File: config.mk
export PLATFORM = sky130hd
export DESIGN_NAME = fb_cmd_scheduler_flat
export DESIGN_NICKNAME = d
export VERILOG_FILES = /design/src/rtl/fb_sched_if.sv /design/src/rtl/fb_cmd_scheduler.sv /design/src/flat_wrapper.sv
export SDC_FILE = /design/constraint.sdc
export NUM_CORES = 1
export LEC_CHECK = 0
export ABC_AREA = 1
export CORE_ASPECT_RATIO = 2
export CORE_UTILIZATION = 55
export DETAILED_ROUTE_END_ITERATION = 10
export PLACE_DENSITY_LB_ADDON = 0.2
export SYNTH_ARGS = -nofsm -noshare
export SYNTH_HDL_FRONTEND = slang
export SYNTH_SLANG_ARGS = --single-unit
export TNS_END_PERCENT = 20
File: constraint.sdc
create_clock -name clk -period 5 [get_ports clk]
set_clock_uncertainty 0.05 [all_clocks]
set_input_delay 1.25 -clock clk [delete_from_list [all_inputs] [get_ports clk]]
set_output_delay 1.25 -clock clk [all_outputs]
set_load 0.05 [all_outputs]
File: src/rtl/fb_sched_if.sv
`default_nettype none
// ============================================================================
//  Module   : fb_sched_if
//  Brief    : Bundle of CPU command, refresh and FrameBuffer signals around
//             the FrameBuffer command scheduler.
//  Revision : 1.0
// ============================================================================
interface fb_sched_if;
    logic       cmd_valid;
    logic       cmd_ready;
    logic [1:0] cmd_op;
    logic [6:0] cmd_x;
    logic [5:0] cmd_y;
    logic [7:0] cmd_word;
    logic       refresh_req;
    logic       refresh_ack;
    logic       swap_req;
    logic       frame_done;
    logic       busy;
    logic       set_pixel;
    logic       set_colour;
    logic       set_word;
    logic       set_pixel_line;
    logic       send_next_data;
    logic [6:0] x_coord_pix;
    logic [5:0] y_coord_pix;
    logic [6:0] x_coord_wrd;
    logic [2:0] y_coord_wrd;
    logic [7:0] word_in;
    logic [9:0] frame_address;
    logic       page01;

    // Scheduler side
    modport master (
        input  cmd_valid, cmd_op, cmd_x, cmd_y, cmd_word,
        input  refresh_req, swap_req, busy,
        output cmd_ready, refresh_ack, frame_done,
        output set_pixel, set_colour, set_word, set_pixel_line, send_next_data,
        output x_coord_pix, y_coord_pix, x_coord_wrd, y_coord_wrd, word_in,
        output frame_address, page01
    );

    // Requester / FrameBuffer side
    modport slave (
        output cmd_valid, cmd_op, cmd_x, cmd_y, cmd_word,
        output refresh_req, swap_req, busy,
        input  cmd_ready, refresh_ack, frame_done,
        input  set_pixel, set_colour, set_word, set_pixel_line, send_next_data,
        input  x_coord_pix, y_coord_pix, x_coord_wrd, y_coord_wrd, word_in,
        input  frame_address, page01
    );
endinterface
`default_nettype wire

File: src/rtl/fb_cmd_scheduler.sv
`default_nettype none
// ============================================================================
//  Module   : fb_cmd_scheduler
//  Brief    : Arbitrates CPU draw commands and display refresh reads onto the
//             128x64 FrameBuffer, one operation at a time; owns page01.
//             Optional macro FB_SCHED_FAIR_EN forces a CPU slot after
//             FAIR_LIMIT consecutive refresh grants.
//  Revision : 1.0
// ============================================================================
module fb_cmd_scheduler #(
    parameter int FIFO_DEPTH  = 4,
    parameter int FRAME_BYTES = 1024,
    parameter int FAIR_LIMIT  = 4
) (
    input  wire logic    clk,
    input  wire logic    reset,
    fb_sched_if.master   bus
);
    localparam int         AW        = $clog2(FIFO_DEPTH);
    localparam logic [9:0] ADDR_LAST = 10'(FRAME_BYTES - 1);
    localparam logic [1:0] OP_PIXEL  = 2'd0;
    localparam logic [1:0] OP_COLOUR = 2'd1;
    localparam logic [1:0] OP_WORD   = 2'd2;
    localparam logic [1:0] OP_LINE   = 2'd3;

    typedef struct packed {
        logic [1:0] op;
        logic [6:0] x;
        logic [5:0] y;
        logic [7:0] word;
    } cmd_t;

    typedef enum logic [2:0] {
        S_IDLE      = 3'd0,
        S_ISSUE_CMD = 3'd1,
        S_WAIT_CMD  = 3'd2,
        S_ISSUE_RD  = 3'd3,
        S_WAIT_RD   = 3'd4
    } state_t;

    // ------------------------------------------------------------------ FIFO
    cmd_t          mem [FIFO_DEPTH];
    logic [AW-1:0] wr_ptr, rd_ptr;
    logic [AW:0]   count, count_next;
    logic          push, pop, fifo_empty;
    cmd_t          head;

    assign push       = bus.cmd_valid & bus.cmd_ready;
    assign fifo_empty = (count == '0);
    assign head       = mem[rd_ptr];

    always_comb begin
        count_next = count;
        if (push && !pop)
            count_next = count + 1'b1;
        else if (!push && pop)
            count_next = count - 1'b1;
    end

    always_ff @(posedge clk) begin
        if (push)
            mem[wr_ptr] <= '{op: bus.cmd_op, x: bus.cmd_x, y: bus.cmd_y, word: bus.cmd_word};
    end

    always_ff @(posedge clk or posedge reset) begin
        if (reset) begin
            wr_ptr        <= '0;
            rd_ptr        <= '0;
            count         <= '0;
            bus.cmd_ready <= 1'b1;
        end else begin
            if (push) wr_ptr <= wr_ptr + 1'b1;
            if (pop)  rd_ptr <= rd_ptr + 1'b1;
            count         <= count_next;
            bus.cmd_ready <= (count_next != (AW+1)'(FIFO_DEPTH));
        end
    end

    // ------------------------------------------------------------------ FSM
    state_t state, state_next;
    logic   wait_first;
    logic   grant_cmd, grant_rd, done_rd, frame_end, force_cpu;

`ifdef FB_SCHED_FAIR_EN
    localparam int FCW = $clog2(FAIR_LIMIT + 1);
    logic [FCW-1:0] fair_cnt;

    assign force_cpu = (fair_cnt >= FCW'(FAIR_LIMIT)) && !fifo_empty;

    always_ff @(posedge clk or posedge reset) begin
        if (reset)
            fair_cnt <= '0;
        else if (grant_cmd)
            fair_cnt <= '0;
        else if (grant_rd && !fifo_empty)
            fair_cnt <= fair_cnt + 1'b1;
    end
`else
    assign force_cpu = 1'b0;
`endif

    always_comb begin
        state_next = state;
        grant_cmd  = 1'b0;
        grant_rd   = 1'b0;
        done_rd    = 1'b0;
        unique case (state)
            S_IDLE: begin
                if (!bus.busy) begin
                    if (bus.refresh_req && !force_cpu) begin
                        grant_rd   = 1'b1;
                        state_next = S_ISSUE_RD;
                    end else if (!fifo_empty) begin
                        grant_cmd  = 1'b1;
                        state_next = S_ISSUE_CMD;
                    end
                end
            end
            S_ISSUE_CMD: state_next = S_WAIT_CMD;
            S_ISSUE_RD:  state_next = S_WAIT_RD;
            // First wait cycle ignores busy: the FrameBuffer has not yet sampled the strobe
            S_WAIT_CMD: begin
                if (!wait_first && !bus.busy)
                    state_next = S_IDLE;
            end
            S_WAIT_RD: begin
                if (!wait_first && !bus.busy) begin
                    done_rd    = 1'b1;
                    state_next = S_IDLE;
                end
            end
            default: state_next = S_IDLE;
        endcase
    end

    assign pop       = grant_cmd;
    assign frame_end = done_rd && (bus.frame_address == ADDR_LAST);

    always_ff @(posedge clk or posedge reset) begin
        if (reset) begin
            state      <= S_IDLE;
            wait_first <= 1'b0;
        end else begin
            state      <= state_next;
            wait_first <= (state == S_ISSUE_CMD) || (state == S_ISSUE_RD);
        end
    end

    // ------------------------------------------------------ registered outputs
    // Strobes are registered on the grant edge so they coincide with the ISSUE state.
    logic swap_pending;

    always_ff @(posedge clk or posedge reset) begin
        if (reset) begin
            bus.set_pixel      <= 1'b0;
            bus.set_colour     <= 1'b0;
            bus.set_word       <= 1'b0;
            bus.set_pixel_line <= 1'b0;
            bus.send_next_data <= 1'b0;
            bus.x_coord_pix    <= '0;
            bus.y_coord_pix    <= '0;
            bus.x_coord_wrd    <= '0;
            bus.y_coord_wrd    <= '0;
            bus.word_in        <= '0;
            bus.refresh_ack    <= 1'b0;
            bus.frame_done     <= 1'b0;
            bus.frame_address  <= '0;
            bus.page01         <= 1'b0;
            swap_pending       <= 1'b0;
        end else begin
            bus.set_pixel      <= grant_cmd && (head.op == OP_PIXEL);
            bus.set_colour     <= grant_cmd && (head.op == OP_COLOUR);
            bus.set_word       <= grant_cmd && (head.op == OP_WORD);
            bus.set_pixel_line <= grant_cmd && (head.op == OP_LINE);
            bus.send_next_data <= grant_rd;
            if (grant_cmd) begin
                if (head.op == OP_WORD) begin
                    bus.x_coord_wrd <= head.x;
                    bus.y_coord_wrd <= head.y[2:0];
                    bus.word_in     <= head.word;
                end else begin
                    bus.x_coord_pix <= head.x;
                    bus.y_coord_pix <= head.y;
                end
            end
            bus.refresh_ack <= done_rd;
            bus.frame_done  <= frame_end;
            if (done_rd)
                bus.frame_address <= frame_end ? '0 : bus.frame_address + 1'b1;
            if (frame_end) begin
                if (swap_pending)
                    bus.page01 <= ~bus.page01;
                swap_pending <= 1'b0;
            end else if (bus.swap_req) begin
                swap_pending <= 1'b1;
            end
        end
    end
endmodule
`default_nettype wire

File: src/flat_wrapper.sv
// flat-port wrapper written by rule: the top's interface ports become plain ports
module fb_cmd_scheduler_flat 
#(
    parameter int FIFO_DEPTH  = 4,
    parameter int FRAME_BYTES = 1024,
    parameter int FAIR_LIMIT  = 4
)
  (clk, reset, bus_cmd_valid, bus_cmd_op, bus_cmd_x, bus_cmd_y, bus_cmd_word, bus_refresh_req, bus_swap_req, bus_busy, bus_cmd_ready, bus_refresh_ack, bus_frame_done, bus_set_pixel, bus_set_colour, bus_set_word, bus_set_pixel_line, bus_send_next_data, bus_x_coord_pix, bus_y_coord_pix, bus_x_coord_wrd, bus_y_coord_wrd, bus_word_in, bus_frame_address, bus_page01);
  fb_sched_if bus_i ();
  input  wire logic clk;
  input  wire logic reset;
  input wire logic [$bits(bus_i.cmd_valid)-1:0] bus_cmd_valid;
  input wire logic [$bits(bus_i.cmd_op)-1:0] bus_cmd_op;
  input wire logic [$bits(bus_i.cmd_x)-1:0] bus_cmd_x;
  input wire logic [$bits(bus_i.cmd_y)-1:0] bus_cmd_y;
  input wire logic [$bits(bus_i.cmd_word)-1:0] bus_cmd_word;
  input wire logic [$bits(bus_i.refresh_req)-1:0] bus_refresh_req;
  input wire logic [$bits(bus_i.swap_req)-1:0] bus_swap_req;
  input wire logic [$bits(bus_i.busy)-1:0] bus_busy;
  output wire logic [$bits(bus_i.cmd_ready)-1:0] bus_cmd_ready;
  output wire logic [$bits(bus_i.refresh_ack)-1:0] bus_refresh_ack;
  output wire logic [$bits(bus_i.frame_done)-1:0] bus_frame_done;
  output wire logic [$bits(bus_i.set_pixel)-1:0] bus_set_pixel;
  output wire logic [$bits(bus_i.set_colour)-1:0] bus_set_colour;
  output wire logic [$bits(bus_i.set_word)-1:0] bus_set_word;
  output wire logic [$bits(bus_i.set_pixel_line)-1:0] bus_set_pixel_line;
  output wire logic [$bits(bus_i.send_next_data)-1:0] bus_send_next_data;
  output wire logic [$bits(bus_i.x_coord_pix)-1:0] bus_x_coord_pix;
  output wire logic [$bits(bus_i.y_coord_pix)-1:0] bus_y_coord_pix;
  output wire logic [$bits(bus_i.x_coord_wrd)-1:0] bus_x_coord_wrd;
  output wire logic [$bits(bus_i.y_coord_wrd)-1:0] bus_y_coord_wrd;
  output wire logic [$bits(bus_i.word_in)-1:0] bus_word_in;
  output wire logic [$bits(bus_i.frame_address)-1:0] bus_frame_address;
  output wire logic [$bits(bus_i.page01)-1:0] bus_page01;
  assign bus_i.cmd_valid = bus_cmd_valid;
  assign bus_i.cmd_op = bus_cmd_op;
  assign bus_i.cmd_x = bus_cmd_x;
  assign bus_i.cmd_y = bus_cmd_y;
  assign bus_i.cmd_word = bus_cmd_word;
  assign bus_i.refresh_req = bus_refresh_req;
  assign bus_i.swap_req = bus_swap_req;
  assign bus_i.busy = bus_busy;
  assign bus_cmd_ready = bus_i.cmd_ready;
  assign bus_refresh_ack = bus_i.refresh_ack;
  assign bus_frame_done = bus_i.frame_done;
  assign bus_set_pixel = bus_i.set_pixel;
  assign bus_set_colour = bus_i.set_colour;
  assign bus_set_word = bus_i.set_word;
  assign bus_set_pixel_line = bus_i.set_pixel_line;
  assign bus_send_next_data = bus_i.send_next_data;
  assign bus_x_coord_pix = bus_i.x_coord_pix;
  assign bus_y_coord_pix = bus_i.y_coord_pix;
  assign bus_x_coord_wrd = bus_i.x_coord_wrd;
  assign bus_y_coord_wrd = bus_i.y_coord_wrd;
  assign bus_word_in = bus_i.word_in;
  assign bus_frame_address = bus_i.frame_address;
  assign bus_page01 = bus_i.page01;
  fb_cmd_scheduler #(.FIFO_DEPTH(FIFO_DEPTH), .FRAME_BYTES(FRAME_BYTES), .FAIR_LIMIT(FAIR_LIMIT)) u_core (.clk(clk), .reset(reset), .bus(bus_i));
endmodule
==> parameters.txt, run 1 <==
Parameter                              Value

Synthesis
  Mux cell area share after synthesis    0%
  Sequential element share of the synthesized area    69.97%
  Share of async-settable or async-resettable flops after synthesis    40.26%
  Synth top cells by count    nand2_1, edfxtp_1, nor2_1
  Simple-gate area share of the yosys netlist    15.13%
  Area share of the largest cell type after synthesis    44.80%
  Combinational family with the most area after synthesis    simple AND/OR/NAND/NOR gates
  Adder-cell share of the synthesized area    1.623%
  Ys flop type    edfxtp_1
  Synthesis Warnings    0
  Synthesized netlist cell count    552
  Library cell occupying the most area in the post-synthesis netlist    edfxtp_1
  Number of flip-flops and latches in the synthesized netlist    154
  Number of enable flip-flop cells after synthesis    92
  Syn Area/Cell    11.17 µm²
  Top-count cell post-synth    nand2_1
  Biggest area contributors in the synthesized netlist    edfxtp_1, dfrtp_1, nand2_1, nor2_1, o21ai_0
  Fraction of the mapped netlist area in compound gates    8.298%
  Area share of xor/xnor cells in the synthesized design    1.136%
  Number of different library cells in the post-synthesis netlist    25
  Net count of the mapped netlist    589
  Synth Cell Area    6167 µm²

Critical path
  Startpoint of the lowest-slack register-to-register path    u_core.rd_ptr[1]
  Critical Path Max Stage Delay    0.95 ns
  Kind of launch point of the worst setup path    flip-flop
  CP max stage cell    dfrtp_1
  Cell-by-cell trace of the critical path    inv_2 -> nand3_1 -> nand2_1 -> nand2_2 -> nand2_2 -> inv_2 -> nand2_1 -> nand2_1
  Worst path required time    5.30 ns
  Arrival time at the worst endpoint    3.35 ns
  Crit path kind    reg2reg
  CP max FO    25
  Worst setup EP type    flip-flop
  Most used cell, CP    nand2_1
  Critical path launch point    u_core.rd_ptr[1]

Timing
  Achievable frequency    328.0 MHz
  Min setup slack post-route    1.951 ns
  Period utilization    60.98%
  Final slew viol count    0
  Total negative setup slack    0 ns
  Worst relative slew slack    38.11%
  Setup repair after global routing missed its margin    no
  Worst slew pin tran    0.9284 ns
  Clock period minus worst slack    3.049 ns
  Minimum hold slack    0.4315 ns
  Final Hold Violating Endpoints    0
  Final setup viols    0

Clocking
  Post-cts gate resize count    0
  CTS H-tree lvls    4
  Deepest clock path buffer count    2
  Number of sinks driven by the clock tree    154
  Hold bufs inserted after CTS    0
  Root buffer cell    clkbuf_16
  Insertion delay to the later sink of the worst-skew pair    0.42 ns
  Number of buffers added by the clock tree synthesis step    17
  Clock tree from TritonCTS    yes
  Clock-pin slew reported for the worst setup and hold paths after clock tree synthesis    0.06 ns
  Total setup buffers inserted after CTS    0

Die
  Die Wd    76.88 µm
  Placeable core region    10880 µm²
  Die Y    151.8 µm
  Total die area    11670 µm²
  Initial Util    56.69%
  Top-level port count    79
  Row cnt    54

Placed design
  Worst setup slack after placement    1.706 ns
  Post-DP HPWL    8614 µm
  Gp weighted congestion    0.9060
  Port buffer count    78

Status
  Outcome    finished clean

Routing
  Wire length reported by the detailed router    13260 µm
  DRC violations left    0
  DR iter-0 viols    219
  Detailed-route via count    4314
  Routed Antenna Nets    0
  Per-cell via count in the routed design    5.489
  Avg WL per Cell    16.87 µm
  Router iterations before antenna repair    5

Cells and area
  FF+latch area    4315 µm²
  Count of inserted antenna diode cells    0
  Number of fillers in the final layout    793
  Fin util    70.68%
  Multi-input logic area    1625 µm²
  Final #Nets    670
  Fraction of layout cells with a size suffix above 1    8.824%
  Synth-to-Final Area Change    24.67%

Global routing
  Maximum number of pins on one net before global-route repair    49
  Number of antenna violations at the first check in global routing    0
  First-pass GRT wire length    20960 µm
  Global router's overall resource usage    24.31%
  Leftover overflow at the end of global routing    0
  Vias in the first global route    4403

Hold path
  Hold path startpoint    u_core.bus.y_coord_pix[5]
  Type of the most critical hold path    reg2reg

Power
  Leak Pwr    3.163 nW
  P_int    3.120 mW
  Clock share of power    25.7%
  Share of power burned in registers    37.3%
  Power Dens Cells    675.3 nW/µm²
  Peak VDD IR    0.4018 mV
  Net switching component of the power    2.071 mW
  Sw Ratio    39.90%
  Logic gate share of total power    37.0%

Run
  Max Cap Viol    0
==> logic make-up after synthesis <==
logic type	count (synthesis)
XOR/XNOR	8
AND/OR/NAND/NOR	232
flip-flops	154
buffers and inverters	55
AO/OA/AOI/OAI	95
adder cells (fa/ha/maj)	8
==> power groups by stage <==
| stage | Clock (mW) | Combinational, mW | Sequential (mW) |
|---|---|---|---|
| floorplan | 0 | 0.847 | 2.38 |
| global placement | 0 | 1.87 | 1.95 |
| detailed placement | 0 | 1.91 | 1.96 |
| CTS | 1.35 | 1.93 | 1.94 |
| global route | 1.40 | 2.07 | 1.97 |
| finish | 1.33 | 1.92 | 1.94 |
==> layout by cell type (no fill, tap or decap), drive strengths merged, types with 4 or more instances in the layout <==
master           n
xor2             5
o22ai           21
ha               8
a21oi            6
nor2            77
nand4            5
clkbuf          18
buf              6
clkdlybuf4s50   78
dfrtp           61
edfxtp          92
o21ai           67
inv             36
nand2          133
clkinvlp         4
nand3           13
bufinv           4
==> routing by layer <==
| layer | GRT usage [%] | vias up | share of wire, % |
|---|---|---|---|
| met5 | 0 | - | 0 |
| met4 | 12.50 | 0 | 2.9 |
| met3 | 4.850 | 30 | 5.2 |
| met2 | 44.87 | 168 | 56 |
| met1 | 26.00 | 2082 | 36 |
| li1 | - | 2034 | - |
==> flip-flops by register name (all words and copies together) (netlist names), 2 cells and up <==
register                  flops
u_core.bus.x_coord_wrd        7
u_core.state                  3
u_core.count                  3
u_core.bus.x_coord_pix        7
u_core.bus.y_coord_wrd        3
u_core.mem                   92
u_core.bus.word_in            8
u_core.bus.y_coord_pix        6
u_core.bus.frame_address     10
u_core.rd_ptr                 2
u_core.wr_ptr                 2
==> area by class of cell <==
class | count | area share [%]
Clock buffer | 18 | 5.582
Clock inverter | 14 | 2.522
Inverter | 33 | 1.611
Multi-Input combinational cell | 343 | 21.14
Sequential cell | 154 | 56.13
Tap cell | 140 | 2.278
Timing Repair Buffer | 84 | 10.74
==> stage by stage <==
stage | cell area (µm²) | total power, mW | cells
CTS | 7689 | 5.213 | 786
detailed placement | 7066 | 3.865 | 754
finish | 7689 | 5.192 | 786
floorplan | 6167 | 3.228 | 552
global placement | 7066 | 3.812 | 754
global route | 7689 | 5.436 | 786
==> final timing paths <==
kind	cells past startpoint	slack (ns)	end
worst max-delay path	8	1.95	u_core.bus.x_coord_pix[2]
worst min-delay path	2	0.43	u_core.bus.y_coord_pix[5]
worst max register to register	8	1.95	u_core.bus.x_coord_pix[2]
worst min register to register	2	0.43	u_core.bus.y_coord_pix[5]
max in group asynchronous	3	2.89	u_core.bus.x_coord_wrd[4]
min in group asynchronous	2	1.13	u_core.bus.refresh_ack
==> worst max-delay path, delay by kind of cell, from the launching register on <==
kind,cells,cell delay (ns)
and+or+nand+nor,6,1.30
DFF,1,0.95
buffers and inverters,2,0.68
Note: power is estimated with default switching activity, not from simulation.
==> inputs of run 2 (changes only) <==
clock period = 3.2 ns   (was 5 ns; I/O delays follow)
==> run 2 against run 1 <==
Wire length shrank 3.2%. Core utilization up 0.60 points. Critical path depth fell by 7. Die area unchanged. Sequential power up 55%. Via count shrank 1.0%. Count of clock-buffer cells in the layout down 1. Non-clock buffer count rose by 5.
==> parameters.txt, run 2 (synthesized netlist as in run 1, its figures left out) <==
Parameter                              Value

Hold path
  Type of the most critical hold path    reg2reg
  Hold-critical path depth    2 (unchanged)
  Hold Path End    u_core.bus.word_in[7]
  Hold path startpoint    u_core.bus.word_in[7]

Critical path
  Startpoint of the lowest-slack register-to-register path    u_core.rd_ptr[0]
  CP max stage cell    clkdlybuf4s50_1
  Critical Path Max Stage Delay    0.79 ns (-0.16 ns)
  Capture instance of the worst register-to-register path    u_core.bus.x_coord_pix[3]
  Number of cells traversed by the worst register-to-register path    9 (+1)
  Buffering stage count on the worst path with inverters included    1 (-1)
  Kind of launch point of the worst setup path    flip-flop
  Cell-by-cell trace of the critical path    clkdlybuf4s50_1
  Crit path kind    reg2out
  CP max FO    2 (-92%)
  Worst-case register-to-register setup slack    0.87 ns (-1.08 ns)
  Worst setup EP type    output port
  Worst path required time    2.35 ns (-2.95 ns)
  Arrival time at the worst endpoint    1.73 ns (-1.62 ns)
  Cell family with most CP delay    buffers and inverters

Cells and area
  Synth-to-Final Area Change    25.73%
  Register containing the most flip-flops in the final layout    u_core.mem
  Commonest cells after routing, fill and taps aside    nand2_1, edfxtp_1, clkdlybuf4s50_1, nor2_1, dfrtp_1
  Cell area after layout    7754 µm² (+0.85%)
  Fraction of layout cells with a size suffix above 1    9.677% (+0.85 points)
  Count of inserted antenna diode cells    0 (unchanged)
  Most common cell after layout, fill and taps aside    nand2_1
  Non-filler instance count after layout    791 (+0.64%)
  Final #Nets    675 (+0.75%)
  Flip-flop count of the largest register after layout    92 (unchanged)
  Largest registers    u_core.mem (92), u_core.bus.frame_address (10), u_core.bus.word_in (8)

Clocking
  Clock tree from TritonCTS    yes
  CTS H-tree lvls    4 (unchanged)
  Deepest clock path buffer count    2 (unchanged)
  Hold bufs inserted after CTS    0 (unchanged)
  Total setup buffers inserted after CTS    0 (unchanged)
  Number of buffers added by the clock tree synthesis step    17 (unchanged)
  Insertion delay to the later sink of the worst-skew pair    0.42 ns (about the same)
  Clock-pin slew reported for the worst setup and hold paths after clock tree synthesis    0.06 ns (about the same)
  Root buffer cell    clkbuf_16
  Post-cts gate resize count    0 (unchanged)
  Number of sinks driven by the clock tree    154 (unchanged)

Global routing
  First-pass GRT wire length    20700 µm (-1.2%)
  Maximum number of pins on one net before global-route repair    63 (+29%)
  Number of antenna violations at the first check in global routing    0 (unchanged)
  Leftover overflow at the end of global routing    0 (unchanged)
  Global router's overall resource usage    24.04% (-0.27 points)
  Vias in the first global route    4279 (-2.8%)

Power
  Leak Pwr    3.209 nW (+1.4%)
  Peak VDD IR    0.6621 mV (+65%)
  Power Dens Cells    1054 nW/µm² (+56%)
  Sum of internal, switching and leakage power    8.174 mW (+57%)

Die
  Placeable core region    10880 µm² (unchanged)
  Die Wd    76.88 µm (unchanged)
  Initial Util    56.69% (unchanged)
  Die Y    151.8 µm (unchanged)
  Top-level port count    79 (unchanged)
  Total die area    11670 µm² (unchanged)
  Row cnt    54 (unchanged)

Timing
  Final slew viol count    0 (unchanged)
  Clock period minus worst slack    2.585 ns
  Final setup viols    0 (unchanged)
  Worst relative slew slack    64.41% (+26 points)
  Period utilization    80.77%
  Worst slew pin tran    0.5338 ns (-0.3946 ns)
  Setup repair after global routing missed its margin    no
  Final Hold Violating Endpoints    0 (unchanged)
  Achievable frequency    386.9 MHz
  Total negative setup slack    0 ns (unchanged)

Routing
  Avg WL per Cell    16.22 µm (-3.8%)
  Router iterations before antenna repair    5 (unchanged)
  DRC violations left    0 (unchanged)
  Detailed-route via count    4269 (-1.0%)
  Per-cell via count in the routed design    5.397 (-1.7%)
  DR iter-0 viols    320 (+46%)
  Wire length reported by the detailed router    12830 µm (-3.2%)
  Routed Antenna Nets    0 (unchanged)

Placed design
  Number of placed cells counting well taps    759 (+0.66%)
  Port buffer count    78 (unchanged)
  Gp weighted congestion    0.9028 (-0.35%)
  Area post-placement    7116 µm² (+0.71%)
  Post-DP HPWL    8285 µm (-3.8%)

Status
  Outcome    finished clean

Run
  Max Cap Viol    0 (unchanged)
==> run 2: cell count changes in the layout (fill, tap and decap cells not counted) <==
cell,previous run,this run
buf_12,0,1
buf_4,6,10
clkbuf_1,1,0
clkinv_4,1,0
clkinvlp_4,4,2
inv_6,3,4
inv_8,0,3
==> run 2: report_power, final <==
group | switching [mW] | internal [mW]
clock network | 0.817 | 1.33
logic | 2.12 | 0.913
registers | 0.315 | 2.69
==> run 2: how the worst max path moves through the flow <==
stage                                      endpoint  cells past startpoint                  from  slack, ns
after floorplan                    u_core.mem[0][0]                      2         bus_cmd_valid       0.80
after global placement    u_core.bus.x_coord_wrd[4]                      9       bus_refresh_req       0.68
after detailed placement  u_core.bus.x_coord_wrd[4]                      9       bus_refresh_req       0.63
after CTS                             bus_cmd_ready                      1  u_core.bus.cmd_ready       0.60
after global routing                  bus_cmd_ready                      1  u_core.bus.cmd_ready       0.57
final                                 bus_cmd_ready                      1  u_core.bus.cmd_ready       0.62
==> run 2: per-stage QoR <==
stage | util [%] | setup slack [ns] | hold slack, ns
after detailed placement | 65.41 | 0.6329 | 0.4329
after global placement | 65.41 | 0.6819 | 0.4228
after CTS | 71.28 | 0.5957 | 0.4493
after global routing | 71.28 | 0.5748 | 0.4626
after floorplan | - | 0.7957 | 0.4291
final | 71.28 | 0.6154 | 0.4426
==> run 2: worst reg2reg max path: cells and delay by family (launching register included) <==
family / cells / cell delay, ns
simple gates: 7 / 0.86
buf+inv: 2 / 0.68
flops: 1 / 0.67
==> run 2: final cells by class <==
class | instances | area (µm²)
Clock buffer | 17 | 425.4
Clock inverter | 15 | 212.7
Fill cell | 777 | 3124
Inverter | 33 | 123.9
Multi-Input combinational cell | 343 | 1625
Sequential cell | 154 | 4315
Tap cell | 140 | 175.2
Timing Repair Buffer | 89 | 875.8
==> run 2: routing by layer <==
layer	vias up	share of wire (%)	global-route usage, %
met1	2039	37	26.80
met3	25	5.8	5.329
met2	166	55	42.54
met4	0	2.4	12.88
li1	2039	-	-
met5	-	0	0
==> inputs of run 3 (changes only) <==
CORE_UTILIZATION = 50   (was 55)
clock period = 2.3 ns   (was 3.2 ns; I/O delays follow)
==> run 3 against run 2 <==
Flip-flop and latch count stayed put. Worst setup slack worse by 0.58 ns. Die area is 9.8% higher. Sequential power is 39% higher. Sequential share of layout area is 0.063 points lower. Critical path type unchanged. Largest power group unchanged.
==> parameters.txt, run 3 (synthesized netlist as in run 1, its figures left out) <==
Parameter                              Value

Status
  Outcome    finished clean

Routing
  Wire length reported by the detailed router    13100 µm (+2.1%)
  Router iterations before antenna repair    4 (-1)
  Per-cell via count in the routed design    5.340 (-1.0%)
  Detailed-route via count    4283 (+0.33%)
  DRC violations left    0 (unchanged)
  DR iter-0 viols    261 (-18%)
  Avg WL per Cell    16.33 µm (+0.67%)
  Routed Antenna Nets    0 (unchanged)

Cells and area
  Largest registers    u_core.mem (92), u_core.bus.frame_address (10), u_core.bus.word_in (8)
  FF+latch area    4315 µm² (unchanged)
  Register containing the most flip-flops in the final layout    u_core.mem
  Flip-flop count of the largest register after layout    92 (unchanged)
  Multi-input logic area    1625 µm² (unchanged)
  Most common cell after layout, fill and taps aside    nand2_1
  Count of inserted antenna diode cells    0 (unchanged)
  Final #Nets    680 (+0.74%)
  Commonest cells after routing, fill and taps aside    nand2_1, edfxtp_1, nor2_1, clkdlybuf4s50_1, dfrtp_1
  Number of fillers in the final layout    941 (+21%)
  Cell area after layout    7762 µm² (+0.11%)
  Fin util    64.40% (-6.9 points)
  Synth-to-Final Area Change    25.87%
  Fraction of layout cells with a size suffix above 1    10.08% (+0.40 points)

Critical path
  Worst-case register-to-register setup slack    0.39 ns (-0.48 ns)
  Critical Path Max Stage Delay    0.82 ns (+0.03 ns)
  Cell-by-cell trace of the critical path    clkdlybuf4s50_1
  Worst setup EP type    output port
  Worst path required time    1.67 ns (-0.68 ns)
  CP max FO    2 (unchanged)
  Arrival time at the worst endpoint    1.64 ns (-0.09 ns)
  CP max stage cell    clkdlybuf4s50_1
  Crit path kind    reg2out
  Number of cells traversed by the worst register-to-register path    10 (+1)
  Kind of launch point of the worst setup path    flip-flop
  Capture instance of the worst register-to-register path    u_core.bus.x_coord_wrd[4]
  Buffering stage count on the worst path with inverters included    1 (unchanged)
  Startpoint of the lowest-slack register-to-register path    u_core.rd_ptr[0]
  Cell family with most CP delay    buffers and inverters

Placed design
  Post-DP HPWL    8671 µm (+4.7%)
  Port buffer count    78 (unchanged)
  Area post-placement    7209 µm² (+1.3%)
  Gp weighted congestion    0.8450 (-6.4%)

Clocking
  Number of buffers added by the clock tree synthesis step    17 (unchanged)
  Insertion delay to the later sink of the worst-skew pair    0.42 ns (about the same)
  Clock tree from TritonCTS    yes
  CTS H-tree lvls    4 (unchanged)
  Number of sinks driven by the clock tree    154 (unchanged)
  Root buffer cell    clkbuf_16
  Clock-pin slew reported for the worst setup and hold paths after clock tree synthesis    0.06 ns (about the same)
  Deepest clock path buffer count    2 (unchanged)

Global routing
  Maximum number of pins on one net before global-route repair    63 (unchanged)
  Leftover overflow at the end of global routing    0 (unchanged)
  Vias in the first global route    4279 (unchanged)
  Global router's overall resource usage    22.30% (-1.7 points)
  Number of antenna violations at the first check in global routing    0 (unchanged)
  First-pass GRT wire length    21110 µm (+2.0%)

Die
  Top-level port count    79 (unchanged)
  Die Wd    80.53 µm (+4.8%)
  Die Y    159.1 µm (+4.8%)
  Total die area    12810 µm² (+9.8%)
  Placeable core region    12050 µm² (+11%)
  Row cnt    57 (+5.6%)
  Initial Util    51.17% (-5.5 points)

Power
  Peak VDD IR    1.016 mV (+53%)
  Sum of internal, switching and leakage power    11.05 mW (+35%)
  Power Dens Cells    1423 nW/µm² (+35%)
  Leak Pwr    3.282 nW (+2.3%)

Timing
  Final Hold Violating Endpoints    0 (unchanged)
  Minimum hold slack    0.4294 ns (-0.01321 ns)
  Worst relative slew slack    65.02% (+0.61 points)
  Setup repair after global routing missed its margin    no
  Final setup viols    0 (unchanged)
  Final slew viol count    0 (unchanged)
  Achievable frequency    441.8 MHz
  Period utilization    98.41%
  Total negative setup slack    0 ns (unchanged)
  Clock period minus worst slack    2.263 ns
  Worst slew pin tran    0.5231 ns (-0.01074 ns)

Hold path
  Hold Path End    u_core.bus.y_coord_wrd[2]
  Hold path startpoint    u_core.bus.y_coord_wrd[2]
  Hold-critical path depth    2 (unchanged)
  Type of the most critical hold path    reg2reg

Run
  Max Cap Viol    0 (unchanged)
==> run 3: what timing repair did <==
item | CTS | global route
gates resized for setup | 4 | 5
setup buffers | 0 | 0
setup endpoints to repair | 4 | 5
hold endpoints to repair | 0 | 0
hold buffers | 0 | 0
==> run 3: through the flow <==
step	setup WS (ns)	cells
6_report	0.03664	802
3_3_place_gp	0.1033	771
5_1_grt	0.004156	802
4_1_cts	0.001678	802
3_5_place_dp	0.04547	771
2_1_floorplan	-0.04922	552
==> run 3: how the worst max path moves through the flow <==
stage	end	from	slack, ns	cells after the start
finish	bus_word_in[1]	u_core.bus.word_in[1]	0.04	1
global route	bus_word_in[5]	u_core.bus.word_in[5]	0.004	1
CTS	bus_frame_address[0]	u_core.bus.frame_address[0]	0.002	1
detailed placement	u_core.bus.frame_address[5]	bus_busy	0.05	11
global placement	u_core.bus.frame_address[5]	bus_busy	0.10	10
floorplan	u_core.mem[0][0]	u_core.bus.cmd_ready	-0.05	2
==> run 3: routing by layer <==
metal  GRT usage [%]  wire length [µm]  up-vias
met4           12.50               333        0
met5               0                 0        -
met2           37.33              7028      134
met1           26.16              5072     2078
li1                -                 -     2051
met3           4.355               662       20
==> run 3: layout make-up <==
class | count | area share [%]
clock buffer | 17 | 5.480
clock inverter | 14 | 1.547
inverter | 33 | 1.596
multi-input combinational | 343 | 20.94
sequential | 154 | 55.59
tap | 147 | 2.369
timing repair buffer | 94 | 12.48
==> run 3: report_power, final <==
group	leakage [nW]	switching, mW	internal [mW]
clock network	0.255	1.10	1.48
logic	1.40	2.97	1.34
registers	1.63	0.424	3.74
total	3.28	4.49	6.56
==> run 3: tightest hold or removal path: stages (launching register included) <==
cell and delay [ns]:
dfrtp_1 0.34, o21ai_1 0.06, nand2_1 0.05
